File: src/rtl/dma_copy.sv
// -----------------------------------------------------------------------------
// dma_copy: Avalon-MM memory-to-memory copy engine.
//
// The CPU programs DST, SRC and a word count N through the slave port, then
// writes CTRL to start. The master port issues pipelined reads from SRC and
// buffers the returned words in a small FIFO. It drains that FIFO as writes to
// DST. At most FIFO_DEPTH words are either in flight or buffered at any time,
// so the FIFO can never overflow.
//
// Parameters
//   DATA_W      master/slave data width (multiple of 8)
//   ADDR_W      master byte-address width
//   FIFO_DEPTH  read buffer depth = max reads in flight (power of 2, >= 2)
//   CNT_W       word-count width
//
// Ports
//   clk, rst_n                   clock, synchronous active-low reset
//   slave_*                      CPU register port
//                                  0 CTRL/STATUS, 1 DST, 2 SRC, 3 N, 4 DONE_CNT
//   master_*                     SDRAM-side pipelined read / write port
//   irq                          completion interrupt
//
// Optional feature macro: DMA_COPY_IRQ_EN
//   defined   : registered irq, set on completion or on a zero-length start,
//               cleared by a CTRL write with bit1=1. Only a CTRL write with
//               bit0=1 starts a transfer. Status bit2 reads irq.
//   undefined : irq is tied to 0, status bit2 reads 0, and every CTRL write
//               starts a transfer.
//
// FSM states
//   state | meaning
//   IDLE  | no transfer; register writes complete without a stall
//   RUN   | copying; slave writes stall until the last write is accepted
// -----------------------------------------------------------------------------
module dma_copy #(
    parameter int DATA_W     = 32,
    parameter int ADDR_W     = 32,
    parameter int FIFO_DEPTH = 4,
    parameter int CNT_W      = 32
) (
    input  logic              clk,
    input  logic              rst_n,

    output logic              slave_waitrequest,
    input  logic [3:0]        slave_address,
    input  logic              slave_read,
    output logic [DATA_W-1:0] slave_readdata,
    input  logic              slave_write,
    input  logic [DATA_W-1:0] slave_writedata,

    input  logic              master_waitrequest,
    output logic [ADDR_W-1:0] master_address,
    output logic              master_read,
    input  logic [DATA_W-1:0] master_readdata,
    input  logic              master_readdatavalid,
    output logic              master_write,
    output logic [DATA_W-1:0] master_writedata,

    output logic              irq
);

    localparam int PTR_W = (FIFO_DEPTH > 1) ? $clog2(FIFO_DEPTH) : 1;
    localparam int OCC_W = PTR_W + 1;
    localparam logic [ADDR_W-1:0] ADDR_STEP = ADDR_W'(DATA_W / 8);
    localparam logic [OCC_W-1:0]  DEPTH_C   = OCC_W'(FIFO_DEPTH);

    typedef enum logic {
        IDLE = 1'b0,
        RUN  = 1'b1
    } state_t;

    state_t state, state_nxt;

    logic [ADDR_W-1:0] dst_reg, src_reg;
    logic [ADDR_W-1:0] rd_addr, wr_addr;
    logic [CNT_W-1:0]  n_reg, issued, done_cnt;
    logic              done_reg;

    logic              cmd_rd, cmd_wr;
    logic              cmd_rd_nxt, cmd_wr_nxt;

    logic [DATA_W-1:0] fifo_mem [FIFO_DEPTH];
    logic [PTR_W-1:0]  fifo_rd_ptr, fifo_wr_ptr;
    logic [OCC_W-1:0]  fifo_cnt, outstanding;

    logic              busy;
    logic              reg_wr, ctrl_wr, start_req, run_start, zero_start;
    logic              rd_acc, wr_acc, push, slot_free, last_wr;
    logic [OCC_W-1:0]  fifo_cnt_nxt, outstanding_nxt;
    logic [CNT_W-1:0]  issued_nxt, done_cnt_nxt;
    logic              irq_bit;

    // ------------------------------------------------------------------
    // Slave side
    // ------------------------------------------------------------------
    assign busy              = (state == RUN);
    assign slave_waitrequest = slave_write & busy;
    assign reg_wr            = slave_write & ~busy;
    assign ctrl_wr           = reg_wr & (slave_address == 4'd0);

`ifdef DMA_COPY_IRQ_EN
    logic irq_reg;
    logic irq_clr;

    assign start_req = ctrl_wr & slave_writedata[0];
    assign irq_clr   = ctrl_wr & slave_writedata[1];
    assign irq_bit   = irq_reg;
`else
    assign start_req = ctrl_wr;
    assign irq_bit   = 1'b0;
`endif

    assign run_start  = start_req & (n_reg != '0);
    assign zero_start = start_req & (n_reg == '0);
    assign irq        = irq_bit;

    always_comb begin
        slave_readdata = '0;
        if (slave_read) begin
            case (slave_address)
                4'd0: begin
                    slave_readdata[0] = busy;
                    slave_readdata[1] = done_reg;
                    slave_readdata[2] = irq_bit;
                end
                4'd1:    slave_readdata = DATA_W'(dst_reg);
                4'd2:    slave_readdata = DATA_W'(src_reg);
                4'd3:    slave_readdata = DATA_W'(n_reg);
                4'd4:    slave_readdata = DATA_W'(done_cnt);
                default: slave_readdata = '0;
            endcase
        end
    end

    // ------------------------------------------------------------------
    // Master datapath bookkeeping
    // ------------------------------------------------------------------
    // Return strobes with nothing outstanding belong to reads that a reset
    // aborted, so they are dropped.
    always_comb begin
        rd_acc          = cmd_rd & ~master_waitrequest;
        wr_acc          = cmd_wr & ~master_waitrequest;
        push            = master_readdatavalid & (outstanding != '0);
        fifo_cnt_nxt    = fifo_cnt + OCC_W'(push) - OCC_W'(wr_acc);
        outstanding_nxt = outstanding + OCC_W'(rd_acc) - OCC_W'(push);
        issued_nxt      = issued + CNT_W'(rd_acc);
        done_cnt_nxt    = done_cnt + CNT_W'(wr_acc);
        last_wr         = wr_acc & (done_cnt_nxt == n_reg);
        // A new command may be chosen on the same edge the pending one is
        // accepted; this keeps the bus busy every cycle once the pipe fills.
        slot_free       = ~(cmd_rd | cmd_wr) | rd_acc | wr_acc;
    end

    // The command and its side effects are decided on post-edge counts, so
    // the issue limit (in flight + buffered <= depth) holds at every edge.
    always_comb begin
        state_nxt  = state;
        cmd_rd_nxt = cmd_rd;
        cmd_wr_nxt = cmd_wr;
        case (state)
            IDLE: begin
                cmd_rd_nxt = 1'b0;
                cmd_wr_nxt = 1'b0;
                if (run_start) begin
                    state_nxt = RUN;
                end
            end
            RUN: begin
                if (last_wr) begin
                    state_nxt  = IDLE;
                    cmd_rd_nxt = 1'b0;
                    cmd_wr_nxt = 1'b0;
                end else if (slot_free) begin
                    cmd_rd_nxt = 1'b0;
                    cmd_wr_nxt = 1'b0;
                    if (fifo_cnt_nxt != '0) begin
                        cmd_wr_nxt = 1'b1;
                    end else if ((issued_nxt < n_reg) &&
                                 ((outstanding_nxt + fifo_cnt_nxt) < DEPTH_C)) begin
                        cmd_rd_nxt = 1'b1;
                    end
                end
            end
            default: begin
                state_nxt  = IDLE;
                cmd_rd_nxt = 1'b0;
                cmd_wr_nxt = 1'b0;
            end
        endcase
    end

    always_ff @(posedge clk) begin
        if (!rst_n) begin
            state       <= IDLE;
            cmd_rd      <= 1'b0;
            cmd_wr      <= 1'b0;
            dst_reg     <= '0;
            src_reg     <= '0;
            n_reg       <= '0;
            rd_addr     <= '0;
            wr_addr     <= '0;
            issued      <= '0;
            done_cnt    <= '0;
            done_reg    <= 1'b0;
            fifo_cnt    <= '0;
            outstanding <= '0;
            fifo_rd_ptr <= '0;
            fifo_wr_ptr <= '0;
        end else begin
            state  <= state_nxt;
            cmd_rd <= cmd_rd_nxt;
            cmd_wr <= cmd_wr_nxt;

            if (reg_wr) begin
                case (slave_address)
                    4'd1:    dst_reg <= ADDR_W'(slave_writedata);
                    4'd2:    src_reg <= ADDR_W'(slave_writedata);
                    4'd3:    n_reg   <= CNT_W'(slave_writedata);
                    default: ;
                endcase
            end

            if (run_start) begin
                done_reg <= 1'b0;
                done_cnt <= '0;
                rd_addr  <= src_reg;
                wr_addr  <= dst_reg;
                issued   <= '0;
            end else begin
                if (zero_start || last_wr) begin
                    done_reg <= 1'b1;
                end
                if (rd_acc) begin
                    rd_addr <= rd_addr + ADDR_STEP;
                end
                if (wr_acc) begin
                    wr_addr <= wr_addr + ADDR_STEP;
                end
                issued   <= issued_nxt;
                done_cnt <= done_cnt_nxt;
            end

            fifo_cnt    <= fifo_cnt_nxt;
            outstanding <= outstanding_nxt;
            if (push) begin
                fifo_wr_ptr <= fifo_wr_ptr + PTR_W'(1);
            end
            if (wr_acc) begin
                fifo_rd_ptr <= fifo_rd_ptr + PTR_W'(1);
            end
        end
    end

    // Storage needs no reset: its contents are only visible through the head
    // while a write is pending, and the pointers are reset.
    always_ff @(posedge clk) begin
        if (push) begin
            fifo_mem[fifo_wr_ptr] <= master_readdata;
        end
    end

`ifdef DMA_COPY_IRQ_EN
    always_ff @(posedge clk) begin
        if (!rst_n) begin
            irq_reg <= 1'b0;
        end else if (zero_start || last_wr) begin
            irq_reg <= 1'b1;
        end else if (irq_clr) begin
            irq_reg <= 1'b0;
        end
    end
`endif

    // Address and data come from live state; neither changes while the
    // command is stalled because both advance only on acceptance.
    assign master_read      = cmd_rd;
    assign master_write     = cmd_wr;
    assign master_address   = cmd_wr ? wr_addr : (cmd_rd ? rd_addr : '0);
    assign master_writedata = cmd_wr ? fifo_mem[fifo_rd_ptr] : '0;

endmodule
File: config.mk
export PLATFORM = sky130hd
export DESIGN_NAME = dma_copy
export DESIGN_NICKNAME = d
export VERILOG_FILES = /design/src/rtl/dma_copy.sv
export SDC_FILE = /design/constraint.sdc
export NUM_CORES = 1
export LEC_CHECK = 0
export BUFFER_PORTS_ARGS = -buffer_cell sky130_fd_sc_hd__buf_4
export CORE_MARGIN = 3
export CORE_UTILIZATION = 53
export CTS_CLUSTER_SIZE = 20
export DETAILED_ROUTE_END_ITERATION = 10
export GPL_TIMING_DRIVEN = 0
export MAX_ROUTING_LAYER = met4
export PLACE_DENSITY_LB_ADDON = 0.25
export SLEW_MARGIN = 20
export SYNTH_ARGS = -nofsm -noshare
export SYNTH_HDL_FRONTEND = slang
export SYNTH_SLANG_ARGS = --single-unit
export TNS_END_PERCENT = 50
File: constraint.sdc
create_clock -name clk -period 6.75 [get_ports clk]
set_clock_uncertainty 0.05 [all_clocks]
set_input_delay 0.675 -clock clk [delete_from_list [all_inputs] [get_ports clk]]
set_output_delay 0.675 -clock clk [all_outputs]
set_load 0.05 [all_outputs]
==> flow_summary.toml, run 1 <==
[clock_network]
tritoncts.num_buffers = 39
clk_transition_reported_paths_ns = 0.06
cts-htree-levels = 2
ctsResizeCount = 0
clock_tree.buffer_depth = 3
cts_post_setup_buffers_inserted = 0
clk_root_buffer_cell = "sky130_fd_sc_hd__clkbuf_16"
clock_insertion_delay_worst_skew_ns = 0.54
ctsHoldBuffers = 0
clock_sinks = 368
tritoncts = "built"

[timing]
postLayoutSetupSlackWorst_ns = 1.76
setup_viol_count_final = 0
rsz0062_at_grt = "no"
worst-slew-pin-transition_ns = 1.05
setup_total_negative_slack_ns = 0
worst_hold_slack_ns = 0.281
report.final.slew_viol_count = 0
relSlewSlack = 0.296
finalHoldViolations = 0
max_clock_freq_mhz = 200
finalCriticalPeriod_ns = 4.99
fin_crit_sh = 0.740

[yosys]
post-synth-top-area-fraction = 0.269
yosysSeqAreaShare = 0.484
synth_area_leaders = "sky130_fd_sc_hd__dfxtp_1 27%, sky130_fd_sc_hd__edfxtp_1 22%, sky130_fd_sc_hd__nand2_1 6.3%"
async_reset_ff_frac = 0
synth_edf_count = 128
synth_top_cell_by_area = "sky130_fd_sc_hd__dfxtp_1"
post_synthesis_sequential_element_count = 368
synth_area_sq_um = 17900
syn_nets = 1974
netlist-cell-type-count = 71
postSynthCellCount = 1852
top_ff_cell_synth = "sky130_fd_sc_hd__dfxtp_1"
yosys_warnings = 0
avgSynthCellArea_sq_um = 9.64

[cells_and_area]
area_delta_synth_final_pct = 18.3
finalNonFillerCells = 2541
final.fill_count = 2774
largest_register_ff_count = 128
layout-drive-gt1-share = 0.140
final_cell_area_excluding_filler_cells_sq_um = 21100
finish.utilization = 0.643
layout.cells.most_common = "sky130_fd_sc_hd__nand2_1"
finish.net_count = 2190
layout.cells.most_common_list = "302 x sky130_fd_sc_hd__nand2_1, 240 x sky130_fd_sc_hd__dfxtp_1, 173 x sky130_fd_sc_hd__buf_4, 135 x sky130_fd_sc_hd__nor2_1, 128 x sky130_fd_sc_hd__edfxtp_1"
largest_register = "fifo_mem"

[global_route]
grt_pass1_vias = 14500
maximum_number_of_pins_on_one_net_before_global_route_repair = 25
global_route.overflow_total = 0
gr-usage-all-layers = 0.304
initial_antenna_violation_count = 1
grt_first_pass_wirelength_microns = 82900

[hold_path]
hold_class = "input pin to register"
hold_path.startpoint = "master_readdata[11]"
worstHoldPathCells = 1
hold_path_end = "fifo_mem[3][11]$_DFFE_PP_"

[drt]
violation_count_after_the_first_detailed_route_iteration = 1409
drt-vias-per-instance = 5.91
firstDrtPassIters = 7
routed_wire_length_microns = 53900
antenna_violating_nets_post_route = 0
wl_per_cell_microns = 21.2
vias = 15000
drc = 0

[power]
max-vdd-ir-drop_mv = 0.195
p_per_area_nw_per_um2 = 243
pleak_nw = 7.60
p_total_mw = 5.12

[floorplanning]
chipHeight_microns = 190
die-width_microns = 190
placement_rows = 66
top_ports = 174
coreArea_sq_um = 32900
design.die.area_sq_um = 35900
initial_utilization = 0.543

[critical_path]
critical_path_class = "register to register"
critPathArrivalTime_ns = 5.36
critical_path_required_ns = 7.12
end_of_the_worst_register_to_register_path = "master_write$_SDFFE_PN0P_"
crit_start_category = "register"
setup.reg_to_reg.worst_slack_ns = 1.76
worst-r2r-cell-count = 13
worstReg2RegStart = "master_write$_SDFFE_PN0P_"
worstSetupEndpointType = "register"
timing.critical_path.fanout_max = 8

[place]
dp.cells = 2469
place.port_buffers = 171
placedInstanceArea_sq_um = 19800
dp_hpwl_microns = 41100
final_replace_weighted_congestion = 1.01
detailedPlace.worstSlack_ns = 1.73

[flow_run]
drv_cap = 0

[status]
result_of_the_run = "finished, final reports clean"
[cell type report]
cell class	count	area, sq um	area share
timing repair buffer	175	1360	0.0646
buffer	117	458	0.0217
tap	442	553	0.0262
multi-input combinational	1311	8560	0.405
sequential	368	8650	0.409
clock buffer	55	1130	0.0533
clock inverter	16	200	0.00948
antenna	1	2.50	0.000118
inverter	56	210	0.00995
[synth_stat cells (all sizes together) (32+ instances only)]
master and count:
nand2 302, dfxtp 240, nor2 135, edfxtp 128, a21oi 115, clkbuf 105, xnor2 84, xor2 57
a211oi 56, nand3 55, and2 54, inv 54, ha 46, nor2b 38, a21boi 37, nand4 37
and3 34, a222oi 32, mux4 32
[worst max-delay path by stage]
stage / to / startpoint / slack [ns]
finish: master_write$_SDFFE_PN0P_ / master_write$_SDFFE_PN0P_ / 1.76
global route: master_read$_SDFFE_PN0P_ / master_read$_SDFFE_PN0P_ / 1.56
global placement: master_read$_SDFFE_PN0P_ / master_waitrequest / 1.78
floorplan: master_read$_SDFFE_PN0P_ / master_read$_SDFFE_PN0P_ / 2.86
CTS: master_write$_SDFFE_PN0P_ / master_write$_SDFFE_PN0P_ / 1.91
detailed placement: master_read$_SDFFE_PN0P_ / master_waitrequest / 1.73
[critical path, cell delays in order, from the launching register on]
cell	delay, ns
sky130_fd_sc_hd__dfxtp_1	0.36
sky130_fd_sc_hd__clkbuf_1	0.53
sky130_fd_sc_hd__nor2b_1	0.20
sky130_fd_sc_hd__clkbuf_1	0.55
sky130_fd_sc_hd__ha_1	0.31
sky130_fd_sc_hd__ha_1	0.32
sky130_fd_sc_hd__nand3_1	0.21
sky130_fd_sc_hd__or4_1	0.53
sky130_fd_sc_hd__nor3_1	0.28
sky130_fd_sc_hd__mux2_2	0.39
sky130_fd_sc_hd__a2111oi_2	0.45
sky130_fd_sc_hd__nand4_1	0.32
sky130_fd_sc_hd__nor3_2	0.27
sky130_fd_sc_hd__nor3_1	0.08
[metal layers]
metal	wire length, microns	global-route usage	vias up
li1	-	-	7073
met1	22500	0.406	7207
met2	25400	0.486	633
met3	4070	0.0357	108
met4	1970	0.103	0
met5	0	-	-
[cells by family after synthesis]
kind of cell | share of synthesized area
mux | 0.0438
xor+xnor | 0.0692
compound gates | 0.134
buf+inv | 0.0374
other cells | 0.000210
flops | 0.484
simple gates | 0.197
fa+ha+maj | 0.0345
[power by group]
part	switching [mW]	total (mW)	leakage, nW	internal [mW]
clock network	0.885	2.17	0.644	1.29
registers	0.0502	2.48	3.10	2.43
logic	0.276	0.472	3.86	0.197
total	1.21	5.12	7.60	3.91
Note: power is estimated with default switching activity, not from simulation.
==> run 2, diff against run 1 <==
==> constraint.sdc (replaced) <==
create_clock -name clk -period 4.7 [get_ports clk]
set_clock_uncertainty 0.05 [all_clocks]
set_input_delay 0.47 -clock clk [delete_from_list [all_inputs] [get_ports clk]]
set_output_delay 0.47 -clock clk [all_outputs]
set_load 0.05 [all_outputs]
==> run 2 against run 1 <==
Register-to-register slack worse by 1.6 ns. Combinational power up 43%. Worst setup slack worse by 1.6 ns. Sequential share of layout area down 0.074 points. Sequential cell count unchanged. Largest cell class unchanged. Cell area up 0.20%. Highest routed layer unchanged. Via count up 0.50%. Fmax up 11%. First-iteration DRC count up 1.1%. Routed wire length up 0.22%. Worst hold slack worse by 0.20 ns.
==> flow_summary.toml, run 2 (synthesized netlist as in run 1, its figures left out) <==
[flow_run]
drv_cap = 0

[hold_path]
hold_class = "input pin to register"

[global_route]
maximum_number_of_pins_on_one_net_before_global_route_repair = 25
grt_first_pass_wirelength_microns = 82900
global_route.overflow_total = 0
initial_antenna_violation_count = 1
grt_pass1_vias = 14500
gr-usage-all-layers = 0.304

[floorplanning]
top_ports = 174
initial_utilization = 0.543
chipHeight_microns = 190
placement_rows = 66
coreArea_sq_um = 32900
design.die.area_sq_um = 35900
die-width_microns = 190

[critical_path]
worstSetupEndpointType = "register"
critPathArrivalTime_ns = 4.88
timing.critical_path.fanout_max = 8
crit_start_category = "register"
crit_path_max_incr_delay_ns = 0.54
critical_path_class = "register to register"
worst_path_max_delay_cell = "sky130_fd_sc_hd__or4_1"
critical_path.cell_chain = "clkbuf_2, nor2b_1, clkbuf_2, ha_1, ha_1, nand3_1, or4_1, nor3_1, mux2_2, a2111oi_2, nand4_1, nor3_2, nor3_1"
cp_num_buf_inv = 2
path_delay_family = "simple AND/OR/NAND/NOR gates"
critical_path_required_ns = 5.07

[clock_network]
clock_sinks = 368
ctsHoldBuffers = 0
clk_transition_reported_paths_ns = 0.06
tritoncts = "built"
clk_root_buffer_cell = "sky130_fd_sc_hd__clkbuf_16"
clock_tree.buffer_depth = 3
tritoncts.num_buffers = 39
clock_insertion_delay_worst_skew_ns = 0.54
cts-htree-levels = 2

[timing]
report.final.slew_viol_count = 0
max_clock_freq_mhz = 222
finalHoldViolations = 0
setup_total_negative_slack_ns = 0
relSlewSlack = 0.311
rsz0062_at_grt = "no"
fin_crit_sh = 0.959
postLayoutSetupSlackWorst_ns = 0.191
setup_viol_count_final = 0
worst-slew-pin-transition_ns = 1.02
finalCriticalPeriod_ns = 4.51

[drt]
antenna_violating_nets_post_route = 0
drc = 0
vias = 15100
firstDrtPassIters = 7
drt-vias-per-instance = 5.94
routed_wire_length_microns = 54100
wl_per_cell_microns = 21.3
violation_count_after_the_first_detailed_route_iteration = 1424

[cells_and_area]
area_delta_synth_final_pct = 18.5
final.fill_count = 2763
layout.cells.most_common_list = "302 x sky130_fd_sc_hd__nand2_1, 239 x sky130_fd_sc_hd__dfxtp_1, 175 x sky130_fd_sc_hd__buf_4, 135 x sky130_fd_sc_hd__nor2_1, 128 x sky130_fd_sc_hd__edfxtp_1"
layout-drive-gt1-share = 0.143
final_cell_area_excluding_filler_cells_sq_um = 21200
finalNonFillerCells = 2543
largest_register_ff_count = 128
finish.net_count = 2192
largest_register = "fifo_mem"
layout.area.seq_sq_um = 8650
layout.cells.most_common = "sky130_fd_sc_hd__nand2_1"
multi_input_comb_area_sq_um = 8580

[power]
pleak_nw = 7.65
max-vdd-ir-drop_mv = 0.279
p_per_area_nw_per_um2 = 348

[place]
dp_hpwl_microns = 41100
placedInstanceArea_sq_um = 19800
detailedPlace.worstSlack_ns = -0.123
final_replace_weighted_congestion = 1.01
place.port_buffers = 171
dp.cells = 2469

[status]
result_of_the_run = "finished, final reports clean"
[run 2: cell types whose count changed in the layout (fill, tap and decap cells not counted)]
cell                       delta
sky130_fd_sc_hd__dfxtp_1      -1
sky130_fd_sc_hd__nor3_1       -2
sky130_fd_sc_hd__nor3_4       +2
sky130_fd_sc_hd__buf_4        +2
sky130_fd_sc_hd__clkbuf_2     +2
sky130_fd_sc_hd__dfxtp_2      +1
sky130_fd_sc_hd__clkbuf_1     -2
[run 2: worst paths after layout]
path	from	endpoint	slack (ns)	cells after the start
hold / removal	master_readdata[3]	fifo_mem[0][3]$_DFFE_PP_	0.08	1
setup / recovery	master_write$_SDFFE_PN0P_	master_write$_SDFFE_PN0P_	0.19	13
setup reg to reg	master_write$_SDFFE_PN0P_	master_write$_SDFFE_PN0P_	0.19	13
hold reg to reg	rd_addr[0]$_SDFFE_PN0P_	rd_addr[0]$_SDFFE_PN0P_	0.41	2
[run 2: worst register-to-register path, cell delays in order (launching register included)]
cell and delay, ns:
sky130_fd_sc_hd__dfxtp_1 0.35, sky130_fd_sc_hd__clkbuf_2 0.31, sky130_fd_sc_hd__nor2b_1 0.18, sky130_fd_sc_hd__clkbuf_2 0.31, sky130_fd_sc_hd__ha_1 0.26, sky130_fd_sc_hd__ha_1 0.31, sky130_fd_sc_hd__nand3_1 0.23, sky130_fd_sc_hd__or4_1 0.54
sky130_fd_sc_hd__nor3_1 0.28, sky130_fd_sc_hd__mux2_2 0.39, sky130_fd_sc_hd__a2111oi_2 0.46, sky130_fd_sc_hd__nand4_1 0.34, sky130_fd_sc_hd__nor3_2 0.31, sky130_fd_sc_hd__nor3_1 0.08
[run 2: layout make-up]
class / count / area share
flip-flops and latches: 368 / 0.409
plain buffers: 117 / 0.0218
clock inverters: 16 / 0.00946
well taps: 442 / 0.0261
repair buffers: 177 / 0.0652
diodes: 1 / 0.000118
clock buffers: 55 / 0.0532
inverters: 56 / 0.00993
multi-input cells: 1311 / 0.406
[run 2: repair_timing]
item,CTS,global route
gates resized for setup,3,5
setup endpoints to repair,4,4
pin swaps,0,1
setup buffers,0,2
[run 2: report_power, final]
| part | total, mW | internal [mW] | switching, mW | leakage [nW] |
|---|---|---|---|---|
| sequential | 3.56 | 3.48 | 0.0717 | 3.10 |
| combinational | 0.677 | 0.283 | 0.394 | 3.91 |
| clock | 3.12 | 1.85 | 1.27 | 0.644 |
| total | 7.36 | 5.62 | 1.74 | 7.65 |
[run 2: metrics by stage]
step | total power [mW] | hold WS, ns | util
global placement | 4.24 | 0.395 | 0.599
finish | 7.36 | 0.0779 | 0.644
floorplan | 4.02 | 0.386 | -
detailed placement | 4.30 | 0.402 | 0.602
CTS | 7.40 | 0.0676 | 0.643
global route | 7.61 | 0.0699 | 0.644
[run 2: per-layer routing]
metal	up-vias	part of all wire	GRT usage
li1	7074	-	-
met1	7257	0.42	0.406
met2	635	0.47	0.486
met3	130	0.071	0.0357
met4	0	0.039	0.103
met5	-	0	-
==> run 3, diff against run 2 <==
--- a/config.mk
+++ b/config.mk
@@ -5,6 +5,7 @@
 export SDC_FILE = /design/constraint.sdc
 export NUM_CORES = 1
 export LEC_CHECK = 0
+export ABC_AREA = 1
 export BUFFER_PORTS_ARGS = -buffer_cell sky130_fd_sc_hd__buf_4
 export CORE_MARGIN = 3
 export CORE_UTILIZATION = 53
==> run 3 against run 2 <==
Non-clock buffer count did not move. Largest cell class is now multi-input gates. Die area rose by 8.8%. Global-route usage rose by 5.3 points. Routed wire length rose by 30%. Clock power rose by 3%. Critical path type unchanged. Critical path depth rose by 11. Final cell count rose by 31%. Sequential share of layout area fell by 3.0 points. Cell area rose by 7.9%.
==> flow_summary.toml, run 3 <==
[cells_and_area]
largest_register = "fifo_mem"
area_delta_synth_final_pct = 17.2
largest_register_ff_count = 128
layout-drive-gt1-share = 0.112
layout.cells.most_common_list = "530 x sky130_fd_sc_hd__nand2_1, 352 x sky130_fd_sc_hd__nor2_1, 282 x sky130_fd_sc_hd__inv_1, 269 x sky130_fd_sc_hd__nand3_1, 240 x sky130_fd_sc_hd__dfxtp_1"
finalNonFillerCells = 3334
finish.net_count = 2963
layout.cells.most_common = "sky130_fd_sc_hd__nand2_1"

[clock_network]
tritoncts = "built"
clk_transition_reported_paths_ns = 0.06
clk_root_buffer_cell = "sky130_fd_sc_hd__clkbuf_16"
clock_insertion_delay_worst_skew_ns = 0.56
tritoncts.num_buffers = 41
cts-htree-levels = 2
clock_tree.buffer_depth = 3
ctsHoldBuffers = 0
clock_sinks = 368

[critical_path]
worstSetupEndpointType = "register"
critical_path_required_ns = 5.14
worstReg2RegStart = "master_read$_SDFFE_PN0P_"
crit_start_category = "register"
end_of_the_worst_register_to_register_path = "master_read$_SDFFE_PN0P_"
critPathArrivalTime_ns = 4.70
worst-r2r-cell-count = 24
critical_path_class = "register to register"
setup.reg_to_reg.worst_slack_ns = 0.44
timing.critical_path.fanout_max = 10

[drt]
wl_met2_microns = 31200
firstDrtPassIters = 6
vias = 19400
antenna_violating_nets_post_route = 0
violation_count_after_the_first_detailed_route_iteration = 2115
wl_per_cell_microns = 21.0
routed_wire_length_microns = 70100
drt-vias-per-instance = 5.82
wirelength_met1_microns = 29500
routed-wl-met3_microns = 6860
drc = 0
maxUsedRoutingLayer = "met4"

[floorplanning]
placement_rows = 69
die-width_microns = 198
coreArea_sq_um = 35900
chipHeight_microns = 198
initial_utilization = 0.543
design.die.area_sq_um = 39100
top_ports = 174

[timing]
rsz0062_at_grt = "no"
relSlewSlack = 0.490
setup_total_negative_slack_ns = 0
setup_viol_count_final = 0
max_clock_freq_mhz = 235
fin_crit_sh = 0.907
worst-slew-pin-transition_ns = 0.765
finalCriticalPeriod_ns = 4.26
report.final.slew_viol_count = 0
finalHoldViolations = 0

[global_route]
initial_antenna_violation_count = 1
grt_first_pass_wirelength_microns = 104000
grt_pass1_vias = 17900
global_route.overflow_total = 0
maximum_number_of_pins_on_one_net_before_global_route_repair = 22
gr-usage-all-layers = 0.357

[yosys]
yosysSeqAreaShare = 0.444
synth.top_cells.by_count = "531 x sky130_fd_sc_hd__nand2_1, 356 x sky130_fd_sc_hd__nor2_1, 283 x sky130_fd_sc_hd__inv_1, 269 x sky130_fd_sc_hd__nand3_1, 240 x sky130_fd_sc_hd__dfxtp_1"
synth_edf_count = 128
syn_nets = 2744
synth_top_cell_by_area = "sky130_fd_sc_hd__dfxtp_1"
synth_area_sq_um = 19500
yosys_warnings = 0
post-synth-top-area-fraction = 0.247
async_reset_ff_frac = 0
post_synthesis_sequential_element_count = 368
postSynthCellCount = 2622
netlist-cell-type-count = 47
synth_area_leaders = "sky130_fd_sc_hd__dfxtp_1 25%, sky130_fd_sc_hd__edfxtp_1 20%, sky130_fd_sc_hd__nand2_1 10%"
avgSynthCellArea_sq_um = 7.43
synth.most_common_cell = "sky130_fd_sc_hd__nand2_1"
top_ff_cell_synth = "sky130_fd_sc_hd__dfxtp_1"

[power]
power.share.switching = 0.259
power_dissipated_by_switching_net_loads_mw = 1.98
cellInternalPower_mw = 5.66
pleak_nw = 9.41
comb_power_share = 0.117
seq_power_share = 0.465
p_per_area_nw_per_um2 = 335
power.share.clock = 0.418
max-vdd-ir-drop_mv = 0.239

[flow_run]
drv_cap = 0

[place]
dp_hpwl_microns = 53700
final_replace_weighted_congestion = 1.01
dp.cells = 3258
place.port_buffers = 171

[hold_path]
hold_path_end = "fifo_mem[1][26]$_DFFE_PP_"
worstHoldPathCells = 1
hold_class = "input pin to register"
hold_path.startpoint = "master_readdata[26]"

[status]
result_of_the_run = "finished, final reports clean"
run 3: area by class of cell:
cell class	count	area [sq um]
flip-flops and latches	368	8650
clock buffers	58	1150
fillers	3271	13100
multi-input cells	1839	9300
inverters	297	1120
well taps	461	577
clock inverters	16	163
diodes	1	2.50
repair buffers	176	1400
plain buffers	118	468
run 3: worst max path at each step:
stage,end,slack [ns],from,cells after the start
3_5_place_dp,master_read$_SDFFE_PN0P_,-0.19,master_waitrequest,27
2_1_floorplan,master_read$_SDFFE_PN0P_,0.90,master_read$_SDFFE_PN0P_,24
3_3_place_gp,master_read$_SDFFE_PN0P_,-0.22,master_waitrequest,27
6_report,master_read$_SDFFE_PN0P_,0.44,master_read$_SDFFE_PN0P_,24
5_1_grt,master_read$_SDFFE_PN0P_,0.02,master_read$_SDFFE_PN0P_,24
4_1_cts,master_read$_SDFFE_PN0P_,0.19,master_read$_SDFFE_PN0P_,24
run 3: stage by stage:
stage	util	area, sq um	hold WS [ns]	worst slack [ns]	total power [mW]
final	0.636	22800	0.0624	0.438	7.65
after global routing	0.636	22800	0.0498	0.0167	7.90
after CTS	0.635	22800	0.0371	0.189	7.67
after detailed placement	0.598	21500	0.419	-0.195	4.50
after global placement	0.594	21300	0.419	-0.219	4.41
after floorplan	-	19500	0.395	0.900	4.14
run 3: worst max-delay path, stage by stage (launching register included):
cell and delay (ns):
sky130_fd_sc_hd__dfxtp_1 0.49, sky130_fd_sc_hd__nand2_4 0.19, sky130_fd_sc_hd__clkinvlp_4 0.16, sky130_fd_sc_hd__ha_1 0.18
sky130_fd_sc_hd__ha_1 0.17, sky130_fd_sc_hd__nand2_1 0.07, sky130_fd_sc_hd__nor2_1 0.12, sky130_fd_sc_hd__nand2_1 0.10
sky130_fd_sc_hd__nor2_1 0.14, sky130_fd_sc_hd__nand2_1 0.18, sky130_fd_sc_hd__nor3_4 0.24, sky130_fd_sc_hd__nand3_1 0.17
sky130_fd_sc_hd__nor2_2 0.18, sky130_fd_sc_hd__xor2_1 0.25, sky130_fd_sc_hd__inv_1 0.12, sky130_fd_sc_hd__ha_1 0.31
sky130_fd_sc_hd__nand2_1 0.07, sky130_fd_sc_hd__nor2_1 0.04, sky130_fd_sc_hd__a211oi_1 0.15, sky130_fd_sc_hd__o21ai_0 0.15
sky130_fd_sc_hd__a21oi_2 0.32, sky130_fd_sc_hd__nand4_1 0.14, sky130_fd_sc_hd__nand2_1 0.08, sky130_fd_sc_hd__inv_1 0.04
sky130_fd_sc_hd__nor2_1 0.08
run 3: timing repair:
item | CTS | global route
gates resized for setup | 2 | 4
endpoints found under the setup margin | 1 | 1
setup buffers | 0 | 1
run 3: cell families after synthesis:
group | Yosys count | share of synthesized area
other | 1 | 0.000192
flip-flops | 368 | 0.444
multiplexers | 1 | 0.000578
adder cells (fa/ha/maj) | 48 | 0.0316
buffers and inverters | 415 | 0.0812
AO/OA/AOI/OAI | 422 | 0.120
AND/OR/NAND/NOR | 1293 | 0.289
XOR/XNOR | 74 | 0.0333
run 3: routing by layer:
layer,track usage,vias up
met1,0.490,9125
met2,0.547,1002
met4,0.123,0
li1,-,9155
met3,0.0468,129
met5,-,-
run 3: power by group through the flow:
stage               combinational, mW  clock, mW  sequential (mW)
global placement                0.783          0             3.63
detailed placement              0.876          0             3.62
floorplan                       0.532          0             3.61
finish                          0.894       3.20             3.55
global route                    0.979       3.36             3.56
CTS                             0.886       3.23             3.55
